[config.mk]
export PLATFORM = sky130hd
export DESIGN_NAME = regfile_sb
export DESIGN_NICKNAME = d
export VERILOG_FILES = /design/src/rtl/regfile_sb.sv
export SDC_FILE = /design/constraint.sdc
export NUM_CORES = 2
export LEC_CHECK = 0
export CORE_MARGIN = 2
export CORE_UTILIZATION = 40
export CTS_CLUSTER_SIZE = 16
export DETAILED_ROUTE_END_ITERATION = 8
export DONT_BUFFER_PORTS = 1
export PLACE_DENSITY = 0.59
export SLEW_MARGIN = 10
export SYNTH_ARGS = -nofsm -noshare
export SYNTH_HDL_FRONTEND = slang
export SYNTH_SLANG_ARGS = --single-unit
export TNS_END_PERCENT = 5
[constraint.sdc]
create_clock -name clk -period 3.4 [get_ports clk]
set_clock_uncertainty 0.1 [all_clocks]
set_input_delay 0.51 -clock clk [delete_from_list [all_inputs] [get_ports clk]]
set_output_delay 0.51 -clock clk [all_outputs]
set_load 0.02 [all_outputs]
[src/rtl/regfile_sb.sv]
// Multi-port register file with two write ports, same-cycle write bypass, PC alias
// and a pending-load scoreboard that flags read-after-write hazards.
module regfile_sb #(
  parameter int DATA_W = 32,
  parameter int NREG   = 16,
  parameter int NRD    = 3,
  parameter int PC_IDX = 15
) (
  input  logic                        clk,
  input  logic                        rst_n,
  input  logic [NRD*$clog2(NREG)-1:0] ra,
  output logic [NRD*DATA_W-1:0]       rd,
  output logic [NRD-1:0]              hazard,
  input  logic [DATA_W-1:0]           pc_in,
  input  logic                        we_a,
  input  logic [$clog2(NREG)-1:0]     wa_a,
  input  logic [DATA_W-1:0]           wd_a,
  input  logic                        we_b,
  input  logic [$clog2(NREG)-1:0]     wa_b,
  input  logic [DATA_W-1:0]           wd_b,
  input  logic                        iss_v,
  input  logic [$clog2(NREG)-1:0]     iss_addr,
  output logic                        sb_conflict,
  output logic [$clog2(NREG):0]       pending
);

  localparam int AW = $clog2(NREG);
  localparam logic [AW-1:0] PC_A = AW'(PC_IDX);

  logic [DATA_W-1:0] regs [NREG];
  logic [NREG-1:0]   busy;
  logic [NREG-1:0]   busyNext;

  function automatic logic validAddr(input logic [AW-1:0] a);
    return (int'(a) < NREG) && (a != PC_A);
  endfunction

  function automatic logic [AW:0] popCount(input logic [NREG-1:0] v);
    logic [AW:0] n;
    n = '0;
    for (int k = 0; k < NREG; k++) begin
      n = n + (AW+1)'(v[k]);
    end
    return n;
  endfunction

  // Port A wins a same-address collision; the PC entry is never written and stays constant.
  always_ff @(posedge clk or negedge rst_n) begin
    if (!rst_n) begin
      for (int j = 0; j < NREG; j++) begin
        regs[j] <= '0;
      end
    end else begin
      for (int j = 0; j < NREG; j++) begin
        if (j != PC_IDX) begin
          if (we_a && wa_a == AW'(j)) begin
            regs[j] <= wd_a;
          end else if (we_b && wa_b == AW'(j)) begin
            regs[j] <= wd_b;
          end
        end
      end
    end
  end

  // Set is applied after clear so a newly issued load to the returning register stays busy.
  always_comb begin
    busyNext = busy;
    if (we_b && validAddr(wa_b)) begin
      busyNext[wa_b] = 1'b0;
    end
    if (iss_v && validAddr(iss_addr)) begin
      busyNext[iss_addr] = 1'b1;
    end
  end

  always_ff @(posedge clk or negedge rst_n) begin
    if (!rst_n) begin
      busy    <= '0;
      pending <= '0;
    end else begin
      busy    <= busyNext;
      pending <= popCount(busyNext);
    end
  end

  always_comb begin
    logic [AW-1:0] addr;
    logic          busyHit;
    rd     = '0;
    hazard = '0;
    for (int i = 0; i < NRD; i++) begin
      addr    = ra[i*AW +: AW];
      busyHit = 1'b0;
      if (addr == PC_A) begin
        rd[i*DATA_W +: DATA_W] = pc_in;
      end else if (we_a && wa_a == addr) begin
        rd[i*DATA_W +: DATA_W] = wd_a;
      end else if (we_b && wa_b == addr) begin
        rd[i*DATA_W +: DATA_W] = wd_b;
      end else if (int'(addr) < NREG) begin
        rd[i*DATA_W +: DATA_W] = regs[addr];
      end
      if (validAddr(addr)) begin
        busyHit = busy[addr];
      end
      hazard[i] = busyHit && !(we_b && wa_b == addr);
    end
  end

  always_comb begin
    logic issBusy;
    issBusy = 1'b0;
    if (validAddr(iss_addr)) begin
      issBusy = busy[iss_addr];
    end
    sb_conflict = iss_v && issBusy && !(we_b && wa_b == iss_addr);
  end

endmodule

# Word-level counts from Yosys, hierarchy flattened
# Index checks and enable logic that the tools add are counted.
[word_totals]
ff_bits = 501
word_cells = 224
[op_classes]
addsub = 15
order_cmp = 10
eq_ne = 43
n_mux = 66
bitwise = 6
n_reduce_logical = 67
[ops]
columns = ["op", "count"]
rows = [
  ["32-bit two-way mux", 45],
  ["32-bit binary-select mux with 4-bit select", 3],
  ["4-bit == test (second input constant)", 17],
  ["5-bit by 1-bit adder with 5-bit output", 11],
  ["1-bit logical AND", 46],
  ["4-bit by 3-bit == test with 1-bit output (second input constant)", 8],
  ["16-bit two-way mux", 2],
  ["2-bit nonzero test", 15],
  ["4-bit == test", 7],
  ["4-bit by 5-bit < comparator with 1-bit output (second input constant)", 5],
  ["4-bit != test (second input constant)", 5],
  ["16-bit bitwise AND", 1],
  ["1-bit binary-select mux with 4-bit select", 4],
  ["4-bit by 2-bit == test with 1-bit output (second input constant)", 4],
  ["16-bit NOT", 1],
  ["16-bit bitwise OR", 1],
  ["5-bit greater-or-equal comparator (second input constant)", 3],
  ["4-bit NOT with 5-bit output", 3],
  ["1-bit two-way mux", 10],
  ["1-bit demux with 4-bit select", 2],
  ["4-bit by 1-bit == test with 1-bit output (second input constant)", 2],
  ["4-bit by 1-bit greater-or-equal comparator with 1-bit output (second input constant)", 2],
  ["4-bit logical NOT", 2],
  ["4-bit by 1-bit adder with 5-bit output", 1],
  ["4 further kinds", 7],
]

# Longest topological paths before layout
[logic_depth]
ltp_word = 24
ltp_mapped = 19

# Worst setup path after synthesis
# Ideal clock, no wire load.
[synth_path]
path_type = "in2reg"
start = "input wa_b[3]"
end = "register pending[4]"
arrival_time_ns = 4.625
t_required_ns = 3.236
slack_ns = -1.389
path_stages = 16
path_buffers = 2
path_cell_list = "buf_2 > nor3b_1 > nand2_1 > clkbuf_1 > a22o_1 > fa_1 > inv_1 > fa_1 > fa_1 > inv_1 > fa_1 > ha_1 > inv_1 > fa_1 > nor2b_1 > o21a_1"
[synth_via]
elab_chain_cells = 24
elab_cells_between_ends = 27
cone_classes = "add/sub (15); order compare (2); eq/ne (1); mux (4); bitwise (3); reduce/logical (2)"
[synth_rtl]
columns = ["element", "line_no", "rtl"]
rows = [
  ["from (decl)", "19", "input logic [$clog2(NREG)-1:0] wa_b,"],
  ["4-bit by 5-bit < comparator with 1-bit output (implied by the code) / 4-bit by 1-bit greater-or-equal comparator with 1-bit output (equally long branches)", "70", "busyNext[wa_b] = 1'b0;"],
  ["1-bit logical AND (implied by the code)", "70", ""],
  ["1-bit two-way mux (implied by the code)", "70", ""],
  ["1-bit demux with 4-bit select", "70", ""],
  ["16-bit NOT (no line)", "-", ""],
  ["16-bit bitwise AND (no line)", "-", ""],
  ["16-bit two-way mux *", "69", "if (we_b && validAddr(wa_b)) begin"],
  ["16-bit bitwise OR (no line)", "-", ""],
  ["16-bit two-way mux *", "72", "if (iss_v && validAddr(iss_addr)) begin"],
  ["via busyNext[0]", "32", "logic [NREG-1:0] busyNext;"],
  ["1-bit by 1-bit adder with 2-bit output *", "42", "n = n + (AW+1)'(v[k]);"],
  ["2-bit by 1-bit adder with 3-bit output *", "42", ""],
  ["3-bit by 1-bit adder with 4-bit output *", "42", ""],
  ["4-bit by 1-bit adder with 5-bit output *", "42", ""],
  ["5-bit by 1-bit adder with 5-bit output * (11 in series)", "42", ""],
  ["to (signal assigned)", "83", "pending <= popCount(busyNext);"],
  ["to (decl)", "24", "output logic [$clog2(NREG):0] pending"],
]
# Mark *: on every way through the listed nets, which the timed path passes. The rest lies on a longest branch.
# A chain may end at the register's enable or synchronous reset.

# Worst setup path after layout
[layout_path]
start = "register busy[1]"
end = "register pending[1]"
[layout_via]
elab_chain_cells = 19
[layout_rtl]
columns = ["element", "line_no", "rtl"]
rows = [
  ["from (decl)", "31", "logic [NREG-1:0] busy;"],
  ["from (signal assigned)", "82", "busy <= busyNext;"],
  ["16-bit bitwise AND (no line)", "-", ""],
  ["16-bit two-way mux *", "69", ""],
  ["16-bit bitwise OR (no line)", "-", ""],
  ["16-bit two-way mux *", "72", ""],
  ["via busyNext[1]", "32", ""],
  ["1-bit by 1-bit adder with 2-bit output *", "42", ""],
  ["2-bit by 1-bit adder with 3-bit output *", "42", ""],
  ["3-bit by 1-bit adder with 4-bit output *", "42", ""],
  ["4-bit by 1-bit adder with 5-bit output *", "42", ""],
  ["5-bit by 1-bit adder with 5-bit output * (11 in series)", "42", ""],
]
# Marks and branches as above.

==> flow_summary.yaml <==
cts:
  clockBufferDepth: 3
  clkTransAtPathRegs_ns: 0.06
  htreeDepth: 2
  cts_root_buf: "clkbuf_16"
  cts.sinks: 501
  clk_latency_ns: 0.65
  postCtsHoldBufs: 101
  cts_tree: "done"
  cts_made_buffers: 60
power_and_ir_drop:
  p_per_area_mw_per_mm2: 555
  vdd_drop_max_mv: 0.410
  p_leak_nw: 18.7
logic_synthesis:
  synthCells: 3929
  synth_area_leaders: "dfrtp_1, mux2i_1, mux4_2"
  synth_fp_nets: 4069
  yosysTopAreaCell: "dfrtp_1"
  synth.distinct_cells: 72
  ys_seq_area_share_pct: 32.0
  synth_top_area_share_pct: 32.0
  synth-async-reset-ratio_pct: 100
  ys.warnings.count: 32
  avgSynthCellArea_um2: 9.99
  synth-main-ff-cell: "dfrtp_1"
  synth_edf_count: 0
  synth_seq_cells: 501
  netlist_area_mm2: 0.0392
placed_design:
  place_inst: 4927
  place_congestion: 0.872
  port_buffers: 0
  hpwl_um: 87200
  dpl_cell_area_mm2: 0.0409
floorplanning:
  initial_core_util_pct: 40.5
  coreArea_mm2: 0.0970
  die_y_um: 317
  rows: 114
  dieWidth_um: 317
  die_area_mm2: 0.101
  ios: 230
cells_and_area:
  drive_gt1_share_pct: 19.1
  layout_common_cells: "mux2i_1, dfrtp_1, nor2_1"
  final_common_cell: "mux2i_1"
  finalNonFillerCells: 5162
  fin_area_mm2: 0.0443
  final_core_util_pct: 45.7
  area_growth_pct: 13.0
  num-nets-final: 3980
timing:
  hold_viol: 167
  tightest_slew_ns: 3.12
  fmax_mhz: 270
  hold_ws_ns: -0.512
  finalMaxSlewViolations: 391
  worst_slack_ns: -0.305
  rsz0062_at_grt: "yes"
  tns_ns: -1.24
  post-route-period-util_pct: 109
  min_period_ns: 3.71
  slew_headroom_pct: -108
  setup_viol: 5
outcome:
  violations: "negative hold slack, max-slew violations, negative setup slack"
  status: "finished with violations"
detailed_routing:
  viasPerCell: 6.60
  first_pass_iters: 8
  drt_iter0_markers: 4174
  finalWirelength_um: 158000
  via_count: 34047
  drc_errors: 0
  wl_per_cell_um: 30.5
  ant_nets: 0
global_route:
  overflow: 0
  grt_max_degree: 502
  grt_pass1_vias: 33183
  grt_pass1_wl_um: 231000
  antenna_found_initial: 3
  track_usage_pct: 31.0
worst_setup_path:
  rrSetupSlack_ns: -0.31
  cp-end-kind: "flip-flop"
  start_kind: "flip-flop"
  arrival_ns: 4.15
  path_max_fanout: 2
  crit_required_ns: 3.85
  path_class: "reg2reg"
flow_run:
  cap_violations: 0
min_path:
  hold_class: "in2async"
## sequential cells by signal (all words and copies together) (netlist names)
| register | count |
|---|---|
| pending | 5 |
| busy | 16 |
| regs | 480 |
## cells in the mapped netlist, types with 37 or more instances
cell type	n
mux2i_1	668
dfrtp_1	501
nor2_1	372
a21oi_1	361
nand2_1	312
clkbuf_1	300
mux4_2	274
o21ai_0	209
buf_2	125
a221oi_1	64
o21ai_1	52
nor2b_1	46
mux2_2	37
## power breakdown
part           switching (mW)  total, mW  leakage, nW  internal [mW]
clock network            2.80       7.00         1.01           4.20
registers                1.63       9.15         5.93           7.52
logic                    3.69       8.46         11.7           4.77
total                    8.11       24.6         18.7           16.5
## worst max-delay path, stage by stage (launching register included)
cell	delay (ns)
dfrtp_1	0.38
a22o_1	0.22
fa_1	0.56
inv_2	0.04
fa_1	0.47
fa_1	0.52
inv_2	0.04
fa_1	0.50
ha_2	0.19
inv_2	0.04
fa_2	0.51
inv_1	0.03
## cell type report
type,count,area [um2]
diodes,3,7.51
clock inverters,20,340
inverters,30,113
flip-flops and latches,501,12500
multi-input cells,2893,24600
well taps,1276,1600
fillers,9036,52700
clock buffers,85,1740
repair buffers,354,3430
## routing by layer
| metal | global-route usage [%] | up-vias | wire (um) |
|---|---|---|---|
| met1 | 42.3 | 17094 | 63300 |
| met3 | 6.97 | 370 | 16500 |
| met5 | 0 | - | 10 |
| li1 | - | 14560 | - |
| met4 | 13.9 | 2 | 7230 |
| met2 | 47.3 | 2021 | 70500 |
## final timing paths
kind,startpoint,end,cells after the start
max in group asynchronous,rst_n,pending[4],0
setup reg to reg,busy[1],pending[1],11
hold reg to reg,busy[15],busy[15],1
hold / removal,rst_n,regs[473],0
setup / recovery,busy[1],pending[1],11
min in group clk,wd_b[11],regs[363],2
## timing repair
action                                  in CTS  in global routing
hold endpoints to repair                   985                501
pin swaps                                    3                  3
resized for setup                           12                 23
endpoints found under the setup margin       4                 11
setup buffers                               25                  1
## logic make-up after synthesis
group	after synthesis	share of synthesized area, %
XOR/XNOR	30	0.670
multiplexers	1003	34.5
adder cells (fa/ha/maj)	15	0.670
AO/OA/AOI/OAI	1029	17.1
buffers and inverters	535	6.22
AND/OR/NAND/NOR	816	8.90
flip-flops	501	32.0
## metrics by stage
stage	setup slack (ns)	total power, mW	hold slack [ns]
final	-0.305	24.6	-0.512
after global routing	-0.451	25.9	-0.530
after CTS	-0.310	24.4	-0.517
after detailed placement	-0.895	16.9	0.172
after global placement	-0.921	16.7	0.168
after floorplan	-1.06	15.0	0.114
Power figures use the tool's default switching activity.
